===== config.mk =====
export PLATFORM = sky130hd
export DESIGN_NAME = dma_mm2s_cmd_issuer
export DESIGN_NICKNAME = d
export VERILOG_FILES = /design/src/rtl/dma_mm2s_cmd_issuer.sv
export SDC_FILE = /design/constraint.sdc
export NUM_CORES = 1
export LEC_CHECK = 0
export ABC_AREA = 1
export CORE_ASPECT_RATIO = 1.25
export CORE_MARGIN = 2
export CORE_UTILIZATION = 55
export DETAILED_ROUTE_END_ITERATION = 12
export GPL_TIMING_DRIVEN = 0
export PLACE_DENSITY = 0.95
export RECOVER_POWER = 25
export SLEW_MARGIN = 10
export SYNTH_ARGS = -nofsm -noshare
export SYNTH_HDL_FRONTEND = slang
export SYNTH_SLANG_ARGS = --single-unit

===== constraint.sdc =====
create_clock -name ap_clk -period 6.1 [get_ports ap_clk]
set_input_delay 0.61 -clock ap_clk [delete_from_list [all_inputs] [get_ports ap_clk]]
set_output_delay 0.61 -clock ap_clk [all_outputs]
set_load 0.05 [all_outputs]

===== src/rtl/dma_mm2s_cmd_issuer.sv =====
// MM2S command issuer: splits one read request into datamover commands, tracks statuses, reports one completion.
// Optional watchdog enabled by defining DMA_MM2S_CMD_ISSUER_TIMEOUT_EN.
module dma_mm2s_cmd_issuer #(
  parameter int unsigned MAX_CHUNK       = 4194304,
  parameter int unsigned MAX_OUTSTANDING = 8,
  parameter int unsigned TIMEOUT_CYCLES  = 65536
) (
  input  logic          ap_clk,
  input  logic          ap_rst,
  input  logic          s_req_valid,
  output logic          s_req_ready,
  input  logic [63:0]   s_req_addr,
  input  logic [31:0]   s_req_len,
  input  logic [7:0]    s_req_id,
  output logic [103:0]  m_cmd_tdata,
  output logic          m_cmd_tvalid,
  input  logic          m_cmd_tready,
  input  logic [7:0]    s_sts_tdata,
  input  logic          s_sts_tvalid,
  output logic          s_sts_tready,
  output logic          m_done_valid,
  input  logic          m_done_ready,
  output logic [7:0]    m_done_id,
  output logic [3:0]    m_done_err,
  output logic          busy
);

  localparam int unsigned BTT_W = 23;
  localparam int unsigned OUT_W = 4;
  localparam int unsigned TAG_W = 4;
  localparam logic [31:0]      CHUNK   = 32'(MAX_CHUNK);
  localparam logic [OUT_W-1:0] OUT_MAX = OUT_W'(MAX_OUTSTANDING);

  typedef enum logic [1:0] {IDLE, ISSUE, DRAIN, DONE} state_t;

  state_t             state, state_nxt;
  logic [63:0]        addr_q;
  logic [31:0]        rem_q;
  logic [7:0]         id_q;
  logic [3:0]         err_q;
  logic [TAG_W-1:0]   next_tag, exp_tag;
  logic [OUT_W-1:0]   outstanding;

  logic [BTT_W-1:0]   btt;
  logic               last_chunk;
  logic               req_hs, cmd_hs, sts_hs, sts_upd;
  logic               sts_bad;
  logic               timeout_hit;
  logic               active;

  // Current chunk is derived purely from registered state so the command stays stable while stalled.
  assign last_chunk = (rem_q <= CHUNK);
  assign btt        = last_chunk ? BTT_W'(rem_q) : BTT_W'(CHUNK);
  assign active     = (state == ISSUE) || (state == DRAIN);

  assign req_hs  = s_req_valid && s_req_ready;
  assign cmd_hs  = m_cmd_tvalid && m_cmd_tready;
  assign sts_hs  = s_sts_tvalid && s_sts_tready;
  assign sts_upd = sts_hs && active;
  assign sts_bad = (s_sts_tdata[3:0] != exp_tag) || !s_sts_tdata[7];

`ifdef DMA_MM2S_CMD_ISSUER_TIMEOUT_EN
  logic [31:0] wdog;

  // Watchdog only runs while something is in flight and no status has arrived recently.
  assign timeout_hit = active && (outstanding != '0) && !sts_hs
                       && (wdog == 32'(TIMEOUT_CYCLES - 1));

  always_ff @(posedge ap_clk or posedge ap_rst) begin
    if (ap_rst) begin
      wdog <= '0;
    end else if (req_hs || sts_hs) begin
      wdog <= '0;
    end else if (active && (outstanding != '0)) begin
      wdog <= wdog + 32'd1;
    end
  end
`else
  assign timeout_hit = 1'b0;
`endif

  always_ff @(posedge ap_clk or posedge ap_rst) begin
    if (ap_rst) begin
      state <= IDLE;
    end else begin
      state <= state_nxt;
    end
  end

  always_comb begin
    state_nxt    = state;
    s_req_ready  = 1'b0;
    m_cmd_tvalid = 1'b0;
    s_sts_tready = 1'b0;
    m_done_valid = 1'b0;
    busy         = 1'b1;
    m_cmd_tdata  = {4'b0, next_tag, addr_q, 1'b0, last_chunk, 6'b0, 1'b1, btt};
    m_done_id    = id_q;
    m_done_err   = err_q;

    case (state)
      IDLE: begin
        s_req_ready = 1'b1;
        busy        = 1'b0;
`ifdef DMA_MM2S_CMD_ISSUER_TIMEOUT_EN
        s_sts_tready = 1'b1;
`endif
        if (s_req_valid) begin
          state_nxt = (s_req_len == 32'd0) ? DONE : ISSUE;
        end
      end
      ISSUE: begin
        m_cmd_tvalid = (outstanding < OUT_MAX);
        s_sts_tready = (outstanding != '0);
        if (timeout_hit) begin
          state_nxt = DONE;
        end else if (m_cmd_tvalid && m_cmd_tready && last_chunk) begin
          state_nxt = DRAIN;
        end
      end
      DRAIN: begin
        s_sts_tready = (outstanding != '0);
        if (timeout_hit) begin
          state_nxt = DONE;
        end else if (s_sts_tvalid && (outstanding == OUT_W'(1))) begin
          state_nxt = DONE;
        end
      end
      DONE: begin
        m_done_valid = 1'b1;
        if (m_done_ready) begin
          state_nxt = IDLE;
        end
      end
      default: state_nxt = IDLE;
    endcase
  end

  // Request context, chunk walker, tag counters and error accumulation.
  always_ff @(posedge ap_clk or posedge ap_rst) begin
    if (ap_rst) begin
      addr_q      <= '0;
      rem_q       <= '0;
      id_q        <= '0;
      err_q       <= '0;
      next_tag    <= '0;
      exp_tag     <= '0;
      outstanding <= '0;
    end else if (req_hs) begin
      addr_q      <= s_req_addr;
      rem_q       <= s_req_len;
      id_q        <= s_req_id;
      err_q       <= '0;
      next_tag    <= '0;
      exp_tag     <= '0;
      outstanding <= '0;
    end else begin
      if (cmd_hs) begin
        addr_q   <= addr_q + 64'(btt);
        rem_q    <= rem_q - 32'(btt);
        next_tag <= next_tag + TAG_W'(1);
      end
      if (sts_upd) begin
        err_q   <= err_q | {sts_bad, s_sts_tdata[6:4]};
        exp_tag <= exp_tag + TAG_W'(1);
      end
      case ({cmd_hs, sts_upd})
        2'b10:   outstanding <= outstanding + OUT_W'(1);
        2'b01:   outstanding <= outstanding - OUT_W'(1);
        default: outstanding <= outstanding;
      endcase
      if (timeout_hit) begin
        outstanding <= '0;
        err_q       <= err_q | 4'b1000;
      end
    end
  end

endmodule


## After elaboration in Yosys (flattened, before gate mapping)

Index checks and enable logic that the tools add are counted.
Widths: inputs -> output; s select.

| word-level totals | value |
|---|---|
| bits in registers | 122 |
| ROM bits | 0 |
| bits in latches | 0 |
| RAM bits | 0 |
| input port bits | 118 |
| memories kept | 0 |

| cells by class | value |
|---|---|
| add/sub/neg operators | 6 |
| $lt $le $gt $ge | 2 |
| bitwise logic cells | 1 |
| divide/modulo/power cells | 0 |
| shifts and indexed selects | 0 |
| multipliers | 0 |
| multiplexer cells | 24 |
| reductions and logical operators | 18 |
| equal/unequal tests | 11 |

Operators with widths:

| operator | count |
|---|---|
| $mux 64 | 2 |
| $add 64x23->64 | 1 |
| $mux 32 | 2 |
| $le 32x23->1 const B | 1 |
| $logic_not 32->1 | 1 |
| $sub 32x23->32 | 1 |
| $mux 4 | 7 |
| $mux 23 | 1 |
| $add 4x1->4 const B | 3 |
| $mux 2 | 5 |
| $pmux 2 s4 | 1 |
| $pmux 4 s2 | 1 |
| $logic_and 1x1->1 | 7 |
| $eq 2x2->1 const B | 3 |
| $mux 1 | 5 |
| $eq 2x1->1 const B | 2 |
| $eq 4x1->1 const B | 1 |
| $lt 4x4->1 const B | 1 |
| $ne 2x1->1 const B | 2 |
| $ne 2x2->1 const B | 2 |
| $ne 4x4->1 | 1 |
| $or 4x4->4 | 1 |
| $reduce_and 4->1 | 1 |
| $reduce_bool 2->1 | 2 |
| 7 further kinds | 8 |

## Logic depth before layout (Yosys ltp)

| logic depth | value |
|---|---|
| word-level depth | 8 |
| mapped depth | 25 |
| gate-level depth less buffers | 24 |

## Worst setup path after synthesis

OpenSTA, ideal clock, no wires.

| timing path | value |
|---|---|
| path type | register -> register |
| start | register rem_q[26] |
| end | register addr_q[57] |
| period minus slack after synthesis | 3.786 ns |
| arrival | 3.717 ns |
| cell stages (with the launch flop) | 23 |
| required time | 6.031 ns |
| setup slack | 2.314 ns |
| cells stage by stage | dfrtp_1 nor2_2 nand2_2 inv_2 nand2_2 nor2_4 nor2_4 buf_6 clkbuf_1 nor2_1 ha_1 nand3_1 nand3_2 a21oi_2 nor2_1 nor2_1 o21bai_2 nand2_2 nand2_2 buf_4 a21oi_1 o21ai_0 nand3_1 |

| between the ends | value |
|---|---|
| word-level cells in the longest chain between the ends | 5 |

RTL lines:

| what | line | source |
|---|---|---|
| start, declared | 38 | `logic [31:0] rem_q;` |
| start signal, assigned | 151 | `rem_q <= s_req_len;` |
| start signal, assigned | 160 | `rem_q <= rem_q - 32'(btt);` |
| $le 32x23->1 | 52 | `assign last_chunk = (rem_q <= CHUNK);` |
| $mux 23 | 53 | `assign btt = last_chunk ? BTT_W'(rem_q) : BTT_W'(CHUNK);` |
| named net m_cmd_tdata[1] | 15 | `output logic [103:0] m_cmd_tdata,` |
| $add 64x23->64 | 159 | `addr_q <= addr_q + 64'(btt);` |
| $mux 64 | 158 | `if (cmd_hs) begin` |
| $mux 64 | 149 | `end else if (req_hs) begin` |
| end signal, assigned | 150 | `addr_q <= s_req_addr;` |
| end signal, assigned | 159 |  |
| end, declared | 37 | `logic [63:0] addr_q;` |

The timed path passes the listed nets, and every way through them passes these cells. The select of a mux whose other input is x is not followed.
A chain may end at the register's enable or synchronous reset.

## Worst setup path after layout

| timing path | value |
|---|---|
| start | register rem_q[15] |
| end | register addr_q[58] |

| between the ends | value |
|---|---|
| word-level cells in the longest chain between the ends | 5 |

RTL lines:

| what | line |
|---|---|
| $le 32x23->1 | 52 |
| $mux 23 * | 53 |
| $add 64x23->64 * | 159 |
| $mux 64 * | 158 |
| $mux 64 * | 149 |

Mark *: on every way between the ends. The rest lies on a longest branch, timed or not. The select of a mux whose other input is x is not followed.

==> results.py <==
metrics = {
    "run_status": {
        "outcome": "complete, but fails checks",
        "failed_checks": "max-capacitance violations, max-slew violations",
    },
    "floorplanning": {
        "start_util_pct": 56.5,
        "rows": 53,
        "dieArea_sq_um": 18400,
        "core_area_sq_um": 16900,
        "die_width_microns": 122,
        "fp.dieH_microns": 151,
        "pin_count": 239,
    },
    "clock_network": {
        "clock_sinks": 122,
        "cts_buffers": 17,
        "cts_tree": "built",
        "post_cts_resized": 0,
        "root_buffer": "clkbuf_16",
        "clockBufferDepth": 2,
        "cts.clk_slew.worst_paths_ps": 60,
        "hold_buffers": 0,
        "htree_num_levels": 4,
        "clk_latency_ps": 430,
        "post_cts_buffers": 0,
    },
    "worst_setup_path": {
        "crit_end": "addr_q[58]$_DFFE_PP0P_",
        "r2r-end": "addr_q[58]$_DFFE_PP0P_",
        "path_cells": "nor2_1 -> nand2_1 -> nor2_1 -> nand2_1 -> nor2_2 -> nor2_4 -> buf_6 -> clkbuf_1 -> nor2_1 -> ha_1 -> fa_1 -> nand3_1 -> nand2_1 -> a21oi_1 -> o21ai_1 -> nand2_1 -> nand3_2 -> nand2_1 -> o21ai_0 -> nand3_1 -> o211ai_1",
        "crit_required_ps": 6380,
        "crit_type": "flip-flop to flip-flop",
        "cpMaxStageDelayCell": "dfrtp_1",
        "r2r_cells": 21,
        "critical_path_buf_inv_count": 2,
        "startpoint_type": "flip-flop",
        "worstSetupEndpointType": "flip-flop",
        "cp_num_cells": 21,
        "critical_path_arrival_ps": 4620,
        "startpoint": "rem_q[15]$_DFFE_PP0P_",
        "ff2ff_setup_slack_ps": 1760,
        "r2r-start": "rem_q[15]$_DFFE_PP0P_",
        "crit_top_cell": "nand2_1",
        "cpPeakStageDelay_ps": 510,
        "crit_fanout": 10,
        "crit_family": "simple AND/OR/NAND/NOR gates",
    },
    "place": {
        "dp_hpwl_mm": 28.3,
        "routabilityCongestion": 1.02,
        "port_buffers": 226,
        "place_ws_ps": 1960,
    },
    "layout": {
        "num-nets-final": 1830,
        "fillers": 1324,
        "area_growth_pct": 33.8,
        "final_core_util_pct": 75.5,
        "diodes": 0,
        "drive_gt1_share_pct": 6.74,
    },
    "sta": {
        "worst_pin_slew_ps": 2170,
        "setup_viol": 0,
        "relSlewSlack_pct": -44.8,
        "fin_worst_skew_ps": 12.3,
        "layout_setup_ws_ps": 1760,
        "hold_viol_final": 0,
        "period_minus_slack_ps": 4340,
        "finalMaxSlewViolations": 125,
        "fmax_mhz": 230,
        "tns_ps": 0,
        "rsz0062_at_grt": "no",
        "min_period_over_period_pct": 71.2,
    },
    "yosys": {
        "synth_fa_ha_area_share_pct": 4.53,
        "synthXorXnorAreaFrac_pct": 3.39,
        "yosysTopAreaCellShare_pct": 32.0,
        "synth_top_family_by_area": "simple AND/OR/NAND/NOR gates",
        "async_flop_share_pct": 100,
        "ys_types": 59,
        "ys_seq_area_share_pct": 32.0,
        "synth_compound_area_share_pct": 14.8,
        "synthSimpleGateAreaFrac_pct": 34.5,
        "avgSynthCellArea_sq_um": 6.72,
        "synth_mux_area_share_pct": 0,
        "yosysWarnings": 0,
        "ys_top_cells_by_count": "nand2_1 (389), inv_1 (187), nor2_1 (164)",
        "syn-cell-area_sq_um": 9550,
        "synth_edf_count": 0,
        "synth_top_area_cell": "dfrtp_1",
        "synth-seq-cells": 122,
        "synthFlopType": "dfrtp_1",
        "syn_inst": 1421,
        "synth_area_leaders": "dfrtp_1 (32%), nand2_1 (15%), inv_1 (7.4%), nor2_1 (6.4%), nand3_1 (5.1%)",
        "yosysMostFrequentCell": "nand2_1",
    },
    "routing": {
        "wl_per_cell_microns": 19.2,
        "drc_errors": 0,
        "drt_pass1_iterations": 6,
        "vias": 11100,
        "wl_mm": 36.7,
        "via_per_inst": 5.82,
        "drt_iter0_markers": 1113,
        "ant_nets": 0,
    },
    "global_routing": {
        "grtUsageTotal_pct": 40.0,
        "grt_overflow": 0,
        "grt_max_degree": 85,
        "first_global_vias": 11000,
        "antenna_found_initial": 0,
        "grt_pass1_wl_mm": 56.3,
    },
    "power": {
        "peakVddDrop_v": 0.000363,
        "p_total_w": 0.00653,
        "leakagePower_nw": 5.73,
        "powerDensity_nw_per_um2": 512,
    },
    "hold_path": {
        "hold_class": "flip-flop to flip-flop",
        "holdPathStages": 2,
    },
    "flow_run": {
        "max-cap-violations": 2,
    },
}
## power breakdown
part           switching [W]  internal (W)  leakage, nW
Clock               0.000433      0.000693        0.302
Combinational        0.00251       0.00123         3.91
Sequential          0.000488       0.00118         1.52
Total                0.00343       0.00311         5.73
## stage by stage
stage	instance area, sq um	std cells	hold WS (ps)
2_1_floorplan	9590	1432	475
3_3_place_gp	12100	1878	460
3_5_place_dp	12200	1879	468
4_1_cts	12800	1911	485
5_1_grt	12800	1911	503
6_report	12800	1911	480
## sequential cells by signal, summed over array words and instances (netlist names)
register,cells
m_done_id,8
rem_q,32
exp_tag,4
addr_q,64
next_tag,4
m_done_err,4
outstanding,4
state,2
## cell usage in the layout (no fill, tap or decap), types with 10 or more instances in the layout
cell type	netlist	layout
a21oi_1	43	43
buf_4	14	14
clkbuf_1	27	27
clkbuf_16	0	17
clkdlybuf4s50_1	0	225
conb_1	2	13
dfrtp_1	122	122
ha_1	33	33
inv_1	187	186
nand2_1	389	389
nand2_2	13	13
nand3_1	97	97
nand4_1	24	24
nor2_1	164	164
nor3_1	28	28
nor4_1	14	14
o211ai_1	49	49
o21ai_0	68	68
o21bai_1	10	10
xor2_1	30	30
## tightest hold or removal path, delay by kind of cell (launching register included)
kind	cells	cell delay, ps
simple gates	2	100
flops	1	340
## layer usage
| metal | GRT usage [%] | vias up | share of wire (%) |
|---|---|---|---|
| met5 | 0 | - | 0 |
| met4 | 28.4 | 0 | 7.0 |
| met3 | 8.25 | 160 | 8.9 |
| met2 | 67.4 | 656 | 48 |
| met1 | 44.9 | 5168 | 36 |
| li1 | - | 5145 | - |
## how the worst min path moves through the flow
stage	from	endpoint	slack (ps)
detailed placement	m_done_id[0]$_DFFE_PP0P_	m_done_id[0]$_DFFE_PP0P_	470
floorplan	exp_tag[2]$_DFFE_PP0P_	exp_tag[2]$_DFFE_PP0P_	480
global placement	next_tag[3]$_DFFE_PP0P_	next_tag[3]$_DFFE_PP0P_	460
CTS	m_done_id[0]$_DFFE_PP0P_	m_done_id[0]$_DFFE_PP0P_	490
finish	m_done_id[0]$_DFFE_PP0P_	m_done_id[0]$_DFFE_PP0P_	480
global route	next_tag[3]$_DFFE_PP0P_	next_tag[3]$_DFFE_PP0P_	500
## cell type report
class / instances / area, sq um / share of cell area (%)
multi-input combinational: 1060 / 5510 / 43.2
sequential: 122 / 3050 / 23.9
timing repair buffer: 227 / 2270 / 17.8
inverter: 199 / 759 / 5.95
clock buffer: 17 / 425 / 3.33
tap: 220 / 275 / 2.16
buffer: 51 / 264 / 2.07
clock inverter: 15 / 213 / 1.67
## cell families after synthesis
family / Yosys count
xor+xnor: 37
compound gates: 217
fa+ha+maj: 34
other cells: 2
buf+inv: 250
simple gates: 759
flops: 122
Note: power is estimated with default switching activity, not from simulation.
